**config.mk**
```make
export PLATFORM = sky130hd
export DESIGN_NAME = riscv_rf_wrarb
export DESIGN_NICKNAME = d
export VERILOG_FILES = /design/src/rtl/riscv_rf_wrarb.sv
export SDC_FILE = /design/constraint.sdc
export NUM_CORES = 1
export LEC_CHECK = 0
export ABC_AREA = 1
export CAP_MARGIN = 20
export CORE_AREA = 2 2 139 141
export DETAILED_ROUTE_END_ITERATION = 7
export DIE_AREA = 0 0 141 143
export DONT_BUFFER_PORTS = 1
export PLACE_DENSITY = 0.44
export SLEW_MARGIN = 10
export SYNTH_ARGS = -nofsm -noshare
export SYNTH_HDL_FRONTEND = slang
export SYNTH_SLANG_ARGS = --single-unit
```
**constraint.sdc**
```tcl
create_clock -name clk_i -period 3.6 [get_ports clk_i]
set_input_delay 0.36 -clock clk_i [delete_from_list [all_inputs] [get_ports clk_i]]
set_output_delay 0.36 -clock clk_i [all_outputs]
set_load 0.02 [all_outputs]
```
**src/rtl/riscv_rf_wrarb.sv**
```systemverilog
`default_nettype none
// ============================================================================
// Module   : riscv_rf_wrarb
// Purpose  : Register-file write arbiter for the debug unit, writeback and a
//            FIFO of late load returns, with starvation escape and hazard flags.
// Revision : 1.0 - initial release
// ============================================================================
module riscv_rf_wrarb #(
    parameter int XLEN   = 32,
    parameter int DEPTH  = 2,
    parameter int STARVE = 4
) (
    input  logic            clk_i,
    input  logic            rst_ni,
    input  logic [4:0]      wb_dst_i,
    input  logic [XLEN-1:0] wb_d_i,
    input  logic            wb_we_i,
    output logic            wb_stall_o,
    input  logic [4:0]      lsu_dst_i,
    input  logic [XLEN-1:0] lsu_d_i,
    input  logic            lsu_valid_i,
    output logic            lsu_ready_o,
    input  logic            du_we_rf_i,
    input  logic [11:0]     du_addr_i,
    input  logic [XLEN-1:0] du_d_i,
    input  logic [4:0]      rd_src1_i,
    input  logic [4:0]      rd_src2_i,
    output logic            src1_pend_o,
    output logic            src2_pend_o,
    output logic [4:0]      rf_dst_o,
    output logic [XLEN-1:0] rf_dst_d_o,
    output logic            rf_we_o
);

    localparam int AW = $clog2(DEPTH);
    localparam int PW = AW + 1;
    localparam int CW = $clog2(STARVE + 1);

    localparam logic [CW-1:0] c_starve   = CW'(STARVE);
    localparam logic [1:0]    c_src_none = 2'd0;
    localparam logic [1:0]    c_src_du   = 2'd1;
    localparam logic [1:0]    c_src_fifo = 2'd2;
    localparam logic [1:0]    c_src_wb   = 2'd3;

    logic [4:0]      r_fifo_dst [DEPTH];
    logic [XLEN-1:0] r_fifo_d   [DEPTH];
    logic [PW-1:0]   r_wr_ptr;
    logic [PW-1:0]   r_rd_ptr;
    logic [CW-1:0]   r_starve_cnt;
    logic            r_rf_we;
    logic [4:0]      r_rf_dst;
    logic [XLEN-1:0] r_rf_d;

    logic [PW-1:0]   w_count;
    logic            w_empty;
    logic            w_full;
    logic            w_starved;
    logic            w_enq;
    logic            w_deq;
    logic [1:0]      w_sel;
    logic [4:0]      w_gnt_dst;
    logic [XLEN-1:0] w_gnt_d;
    logic [DEPTH-1:0] w_hit1;
    logic [DEPTH-1:0] w_hit2;
    logic [6:0]      w_unused_addr;

    assign w_unused_addr = du_addr_i[11:5];

    assign w_count   = r_wr_ptr - r_rd_ptr;
    assign w_empty   = (r_wr_ptr == r_rd_ptr);
    assign w_full    = (r_wr_ptr[AW] != r_rd_ptr[AW]) &&
                       (r_wr_ptr[AW-1:0] == r_rd_ptr[AW-1:0]);
    assign w_starved = (r_starve_cnt == c_starve);
    assign w_enq     = lsu_valid_i && !w_full;
    assign w_deq     = (w_sel == c_src_fifo);

    // Fixed priority: debug, starved head, writeback, head.
    always_comb begin
        w_sel     = c_src_none;
        w_gnt_dst = '0;
        w_gnt_d   = '0;
        if (du_we_rf_i) begin
            w_sel     = c_src_du;
            w_gnt_dst = du_addr_i[4:0];
            w_gnt_d   = du_d_i;
        end else if (!w_empty && w_starved) begin
            w_sel     = c_src_fifo;
            w_gnt_dst = r_fifo_dst[r_rd_ptr[AW-1:0]];
            w_gnt_d   = r_fifo_d[r_rd_ptr[AW-1:0]];
        end else if (wb_we_i) begin
            w_sel     = c_src_wb;
            w_gnt_dst = wb_dst_i;
            w_gnt_d   = wb_d_i;
        end else if (!w_empty) begin
            w_sel     = c_src_fifo;
            w_gnt_dst = r_fifo_dst[r_rd_ptr[AW-1:0]];
            w_gnt_d   = r_fifo_d[r_rd_ptr[AW-1:0]];
        end
    end

    always_ff @(posedge clk_i) begin
        if (w_enq) begin
            r_fifo_dst[r_wr_ptr[AW-1:0]] <= lsu_dst_i;
            r_fifo_d[r_wr_ptr[AW-1:0]]   <= lsu_d_i;
        end
    end

    always_ff @(posedge clk_i or negedge rst_ni) begin
        if (!rst_ni) begin
            r_wr_ptr     <= '0;
            r_rd_ptr     <= '0;
            r_starve_cnt <= '0;
            r_rf_we      <= 1'b0;
            r_rf_dst     <= '0;
            r_rf_d       <= '0;
        end else begin
            if (w_enq) r_wr_ptr <= r_wr_ptr + 1'b1;
            if (w_deq) r_rd_ptr <= r_rd_ptr + 1'b1;

            if (w_empty || w_deq) begin
                r_starve_cnt <= '0;
            end else if (!w_starved) begin
                r_starve_cnt <= r_starve_cnt + 1'b1;
            end

            // x0 grants are consumed but never reach the register file.
            r_rf_we <= (w_sel != c_src_none) && (w_gnt_dst != 5'd0);
            if (w_sel != c_src_none) begin
                r_rf_dst <= w_gnt_dst;
                r_rf_d   <= w_gnt_d;
            end
        end
    end

    // An entry is live when its distance from the read pointer is below the fill count.
    for (genvar i = 0; i < DEPTH; i++) begin : g_entry
        logic [AW-1:0] w_off;
        logic          w_live;
        assign w_off     = AW'(i) - r_rd_ptr[AW-1:0];
        assign w_live    = ({1'b0, w_off} < w_count);
        assign w_hit1[i] = w_live && (r_fifo_dst[i] == rd_src1_i);
        assign w_hit2[i] = w_live && (r_fifo_dst[i] == rd_src2_i);
    end

    assign src1_pend_o = (rd_src1_i != 5'd0) &&
                         ((|w_hit1) || (r_rf_we && (r_rf_dst == rd_src1_i)));
    assign src2_pend_o = (rd_src2_i != 5'd0) &&
                         ((|w_hit2) || (r_rf_we && (r_rf_dst == rd_src2_i)));

    assign wb_stall_o  = wb_we_i && (du_we_rf_i || w_starved);
    assign lsu_ready_o = !w_full;
    assign rf_we_o     = r_rf_we;
    assign rf_dst_o    = r_rf_dst;
    assign rf_dst_d_o  = r_rf_d;

endmodule
`default_nettype wire

```
# Word-level counts from Yosys, hierarchy flattened
# Memory sizes are Yosys's and may differ from the RTL's.
# Cells that the tools add are included.
[word_totals]
reg_bits = 45
latch_bits = 0
ramBits = 74
romBits = 0
inputBits = 133
out_inout_bits = 42
elab_cells = 69
n_memories = 2
[op_classes]
n_addsub = 6
multipliers = 0
n_div = 0
order_cmp = 2
eq_ne = 12
shift = 0
mux = 16
bitwise = 0
n_reduce_logical = 25
[memory_table]
columns = ["memory", "depth", "width", "rd", "rd_clocked_by_memory_dff", "wr", "line_no", "rtl"]
rows = [
  ["r_fifo_d", 2, 32, 1, 0, 1, "46", "logic [XLEN-1:0] r_fifo_d [DEPTH];"],
  ["r_fifo_dst", 2, 5, 3, 0, 1, "45", "logic [4:0] r_fifo_dst [DEPTH];"],
]
[op_table]
columns = ["op", "n"]
rows = [
  ["$mux W32", 4],
  ["$eq A5 B5 Y1", 6],
  ["$mux W5", 4],
  ["$reduce_bool A5 Y1", 3],
  ["$logic_and A1 B1 Y1", 13],
  ["$mux W2", 4],
  ["$mux W3", 2],
  ["$add A2 B1 Y2 const B", 2],
  ["$logic_or A1 B1 Y1", 4],
  ["$lt A1 B2 Y1", 2],
  ["$reduce_or A2 Y1", 2],
  ["$add A3 B1 Y3 const B", 1],
  ["$eq A3 B3 Y1 const B", 1],
  ["$eq A2 B2 Y1", 1],
  ["$eq A2 B2 Y1 const B", 1],
  ["$logic_not A1 Y1", 2],
  ["$mux W1", 2],
  ["$ne A2 B1 Y1 const B", 1],
  ["$reduce_bool A2 Y1", 1],
  ["$sub A1 B1 Y1 const A", 2],
  ["$sub A2 B2 Y2", 1],
  ["$eq A1 B1 Y1", 1],
  ["$ne A1 B1 Y1", 1],
]

# Depth between registers and ports, before layout
[depth]
depth_word = 8
depth_mapped = 13
depth_no_buf = 12

# Worst setup path after synthesis
# Ideal clock, no wire load.
[synth_path]
kind = "reg2reg"
from = "register r_wr_ptr[0]"
to = "memory r_fifo_d[1][0] (enable)"
setup_ns = 0.435
arrival_ns = 2.755
required_time_ns = 3.165
slack_ns = 0.410
stages_incl_launch_ff = 6
n_path_buf = 0
synth_period_minus_slack_ns = 3.190
path_cell_list = "dfrtp_1 > inv_1 > ha_1 > nand2_1 > nand2_1 > nor2_1"
[synth_via]
elab_chain_len = 6
[synth_rtl]
columns = ["element", "line_no", "rtl"]
rows = [
  ["start: declaration", "47", "logic [PW-1:0] r_wr_ptr;"],
  ["start signal: assignment", "117", "if (w_enq) r_wr_ptr <= r_wr_ptr + 1'b1;"],
  ["$eq A1 B1 Y1", "72", "(r_wr_ptr[AW-1:0] == r_rd_ptr[AW-1:0]);"],
  ["$logic_and A1 B1 Y1", "71", "assign w_full = (r_wr_ptr[AW] != r_rd_ptr[AW]) &&"],
  ["$logic_not A1 Y1", "--", ""],
  ["named net lsu_ready_o", "22", "output logic lsu_ready_o,"],
  ["$logic_and A1 B1 Y1", "74", "assign w_enq = lsu_valid_i && !w_full;"],
  ["$mux W1", "102", "if (w_enq) begin"],
  ["$mux W1 (not written as such)", "104", "r_fifo_d[r_wr_ptr[AW-1:0]] <= lsu_d_i;"],
  ["end: declaration", "46", ""],
]
# The timed path passes the listed nets, and every way through them passes these cells.

# Final worst setup path
[layout_path]
from = "register r_rd_ptr[0]"
to = "output port src2_pend_o"
[layout_via]
elab_chain_len = 6
elab_cells_between_ends = 10
cone_classes = "add/sub: 3; order compare: 2; reduce/logical: 5"
[layout_rtl]
columns = ["element", "line_no", "rtl"]
rows = [
  ["start: declaration", "48", "logic [PW-1:0] r_rd_ptr;"],
  ["start signal: assignment", "118", "if (w_deq) r_rd_ptr <= r_rd_ptr + 1'b1;"],
  ["$sub A2 B2 Y2 / $sub A1 B1 Y1 (equally long branches)", "69, 139", ""],
  ["$lt A1 B2 Y1", "140", "assign w_live = ({1'b0, w_off} < w_count);"],
  ["$logic_and A1 B1 Y1", "142", "assign w_hit2[i] = w_live && (r_fifo_dst[i] == rd_src2_i);"],
  ["$reduce_or A2 Y1 (*)", "148", "((|w_hit2) || (r_rf_we && (r_rf_dst == rd_src2_i)));"],
  ["$logic_or A1 B1 Y1 (*)", "148", ""],
  ["$logic_and A1 B1 Y1 (*)", "147", "assign src2_pend_o = (rd_src2_i != 5'd0) &&"],
  ["end: declaration", "29", "output logic src2_pend_o,"],
]
# Every way passes the cells marked *; elsewhere a longest branch is shown, timed or not.

==> impl_metrics.sql <==
INSERT INTO impl_metrics (metric_group, metric, value, unit) VALUES
('run_status', 'run_status', 'completed', ''),
('finish', 'postLayoutCellArea', '0.00638', 'mm2'),
('grt', 'grt_max_degree', '71', ''),
('detailed_routing', 'postRouteAntennaNets', '0', ''),
('synthesis', 'synth-edff-count', '74', ''),
('finish', 'fillers', '1859', ''),
('detailed_routing', 'drc_errors', '0', ''),
('timing', 'timing.slew.headroom', '0.477', ''),
('detailed_routing', 'dr_vias', '4004', ''),
('clock_network', 'cts-buffers-inserted', '17', ''),
('finish', 'antenna_cells', '0', ''),
('placed_design', 'half_perimeter_wire_length_of_the_detailed_placement_result', '9680', 'um'),
('grt', 'grt_pass1_wl', '22900', 'um'),
('clock_network', 'cts.sink_count', '119', ''),
('synthesis', 'ys_types', '31', ''),
('timing', 'setup_tns', '0', 'ns'),
('clock_network', 'clock_path_buffers', '2', ''),
('setup_path', 'cp_common_cell', 'nand3_1', ''),
('synthesis', 'synth.area.mux_share', '0', ''),
('clock_network', 'tritoncts', 'yes', ''),
('timing', 'timing_max_transition_violations_final', '0', ''),
('power', 'irDropWorstVdd', '0.329', 'mV'),
('placed_design', 'portBuffers', '0', ''),
('power', 'power.internal', '3.64', 'mW'),
('setup_path', 'r2r.worst_path.cells', '6', ''),
('detailed_routing', 'wl_per_cell', '19.6', 'um'),
('grt', 'initial_antenna_violation_count', '0', ''),
('clock_network', 'cts.htree.levels', '4', ''),
('floorplanning', 'design.die.area', '0.0202', 'mm2'),
('synthesis', 'synth_compound_area_frac', '0.189', ''),
('worst_hold_path', 'whs_path_depth', '0', ''),
('detailed_routing', 'dr.pass1.iters', '4', ''),
('floorplanning', 'die_height', '143', 'um'),
('power', 'clock_power_share', '0.326', ''),
('synthesis', 'ys.flop_type', 'edfxtp_1', ''),
('timing', 'setup_viol_count_final', '0', ''),
('setup_path', 'path_max_fanout', '43', ''),
('synthesis', 'top_area_cell_type_share_of_the_netlist_area', '0.405', ''),
('finish', 'area_growth_syn_to_layout', '16.4', '%'),
('clock_network', 'insertion_delay', '0.42', 'ns'),
('grt', 'gr-usage-all-layers', '0.151', ''),
('finish', 'share_of_post_route_cells_with_drive_strength_above_1', '0.0936', ''),
('synthesis', 'synth_area_leader_cell', 'edfxtp_1', ''),
('floorplanning', 'number_of_top_level_pins', '175', ''),
('synthesis', 'yosys.area_share.adder', '0.0114', ''),
('floorplanning', 'placement_rows', '50', ''),
('power', 'power_density', '891', 'mW/mm2'),
('setup_path', 'cp_data_arrival_time', '2.21', 'ns'),
('detailed_routing', 'drt_iter0_markers', '196', ''),
('floorplanning', 'core', '0.0186', 'mm2'),
('setup_path', 'timing.critical_path.to_type', 'output port', ''),
('job', 'drv.max_cap_violation_count', '0', ''),
('synthesis', 'synth_top_family_by_area', 'compound AO/OA/AOI/OAI gates', ''),
('power', 'combPwrFrac', '0.266', ''),
('worst_hold_path', 'hp-class', 'primary input to flop', ''),
('grt', 'total_congestion_overflow', '0', ''),
('timing', 'hold_viol', '0', ''),
('timing', 'finClkSkew', '0.0237', 'ns'),
('detailed_routing', 'wirelength', '15000', 'um'),
('timing', 'worst_slew_pin_slew', '0.785', 'ns'),
('power', 'switching_power_total', '2.05', 'mW'),
('grt', 'first_global_vias', '4053', ''),
('setup_path', 'path_cells', 'buf_4 -> clkinv_1 -> ha_1 -> o22ai_1 -> a21oi_1 -> nand3_1 -> nand3_1 -> nand2_1 -> inv_1', ''),
('setup_path', 'cp-start-kind', 'flop', ''),
('detailed_routing', 'vias_per_cell', '5.21', ''),
('finish', 'fin_nets', '659', ''),
('synthesis', 'synth_simple_gate_area_share', '0.121', ''),
('setup_path', 'crit_slowest_cell', 'buf_4', ''),
('synthesis', 'syn_area_per_cell', '10.5', 'um2'),
('synthesis', 'synthesis.yosys.warnings', '0', ''),
('placed_design', 'gpl.final_weighted_congestion', '0.906', '');
==> repair_timing <==
action                                 4_1_cts  5_1_grt
buffers inserted                             0        0
hold buffers                                 2        0
endpoints found under the hold margin       45        0
==> registers in the layout, summed over array words and instances (netlist names) <==
signal,cells
rf_dst_o,5
r_fifo_dst,10
r_starve_cnt,3
r_rd_ptr,2
rf_dst_d_o,32
rf_we_o,1
r_wr_ptr,2
r_fifo_d,64
==> per-stage QoR <==
stage                     hold slack [ns]   util  total power, mW  cells  worst slack, ns
after floorplan                    0.0644      -             3.42    524            0.410
after global placement             0.0656  0.306             3.83    734             1.18
after detailed placement           0.0656  0.306             3.88    734             1.14
after CTS                          0.0214  0.343             5.77    768            0.964
after global routing               0.0109  0.343             6.05    768            0.861
final                              0.0309  0.343             5.68    768             1.03
==> logic make-up after synthesis <==
group,after synthesis
xor gates and xnor gates,10
buffers and inverters,67
adders and majority gates,5
and+or+nand+nor,157
AOI/OAI and AO/OA,166
DFF,119
==> cells in the mapped netlist, types with 2 or more instances <==
library cell	number
a211oi_1	2
a21oi_1	8
a221oi_1	3
a22oi_1	32
buf_2	13
buf_6	2
clkbuf_1	14
dfrtp_1	45
edfxtp_1	74
ha_1	5
inv_1	33
inv_2	3
nand2_1	41
nand2_4	2
nand3_1	18
nor2_1	86
nor3_1	5
o211ai_1	35
o21ai_0	46
o21ai_1	27
o22ai_1	12
xnor2_1	3
xor2_1	7
==> path summary, 6_finish.rpt <==
path,slack (ns),from,end
max,1.03,r_rd_ptr[0]$_DFFE_PN0N_,src2_pend_o
min,0.03,lsu_dst_i[2],r_fifo_dst[0][2]$_DFFE_PP_
max reg2reg,1.16,r_wr_ptr[0]$_DFFE_PN0P_,r_fifo_d[1][26]$_DFFE_PP_
min in group asynchronous,0.46,rst_ni,rf_dst_o[2]$_DFFE_PN0P_
max in group asynchronous,2.89,rst_ni,r_rd_ptr[0]$_DFFE_PN0N_
min reg2reg,0.49,r_rd_ptr[1]$_DFFE_PN0N_,r_rd_ptr[1]$_DFFE_PN0N_
==> layout make-up <==
type / instances / area [um2] / area share
Sequential cell: 119 / 3350 / 0.525
Multi-Input combinational cell: 338 / 1860 / 0.292
Clock buffer: 22 / 484 / 0.0759
Tap cell: 234 / 293 / 0.0459
Clock inverter: 10 / 166 / 0.0261
Inverter: 37 / 139 / 0.0218
Timing Repair Buffer: 8 / 82.6 / 0.0129
==> power by group through the flow <==
stage / clock [mW] / sequential [mW] / combinational [mW]
finish: 1.85 / 2.32 / 1.51
detailed placement: 0 / 2.34 / 1.54
global route: 1.97 / 2.37 / 1.72
CTS: 1.89 / 2.32 / 1.56
floorplan: 0 / 2.29 / 1.13
global placement: 0 / 2.34 / 1.50
==> critical path: cells and delay by family (launching register included) <==
family | cells | cell delay (ns)
compound gates | 2 | 0.26
fa+ha+maj | 1 | 0.24
buf+inv | 3 | 0.71
flops | 1 | 0.36
simple gates | 3 | 0.24
==> per-layer routing <==
layer	track usage	up-vias	part of all wire
met1	0.188	1937	0.44
met4	0.0484	0	0.012
met2	0.245	168	0.48
met3	0.0570	11	0.069
met5	0	-	0
li1	-	1888	-
==> placed cells by master (no fill, tap or decap), drive strengths merged, types with 5 or more instances in the layout <==
cell and n:
nor2 87, nand3 20, xor2 7, a21oi 8, nand2 44, clkbuf 22
edfxtp 74, o21ai 73, dfrtp 45, a22oi 32, ha 5, nor3 5
buf 7, o211ai 35, o22ai 12, inv 37
Note: power is estimated with default switching activity, not from simulation.
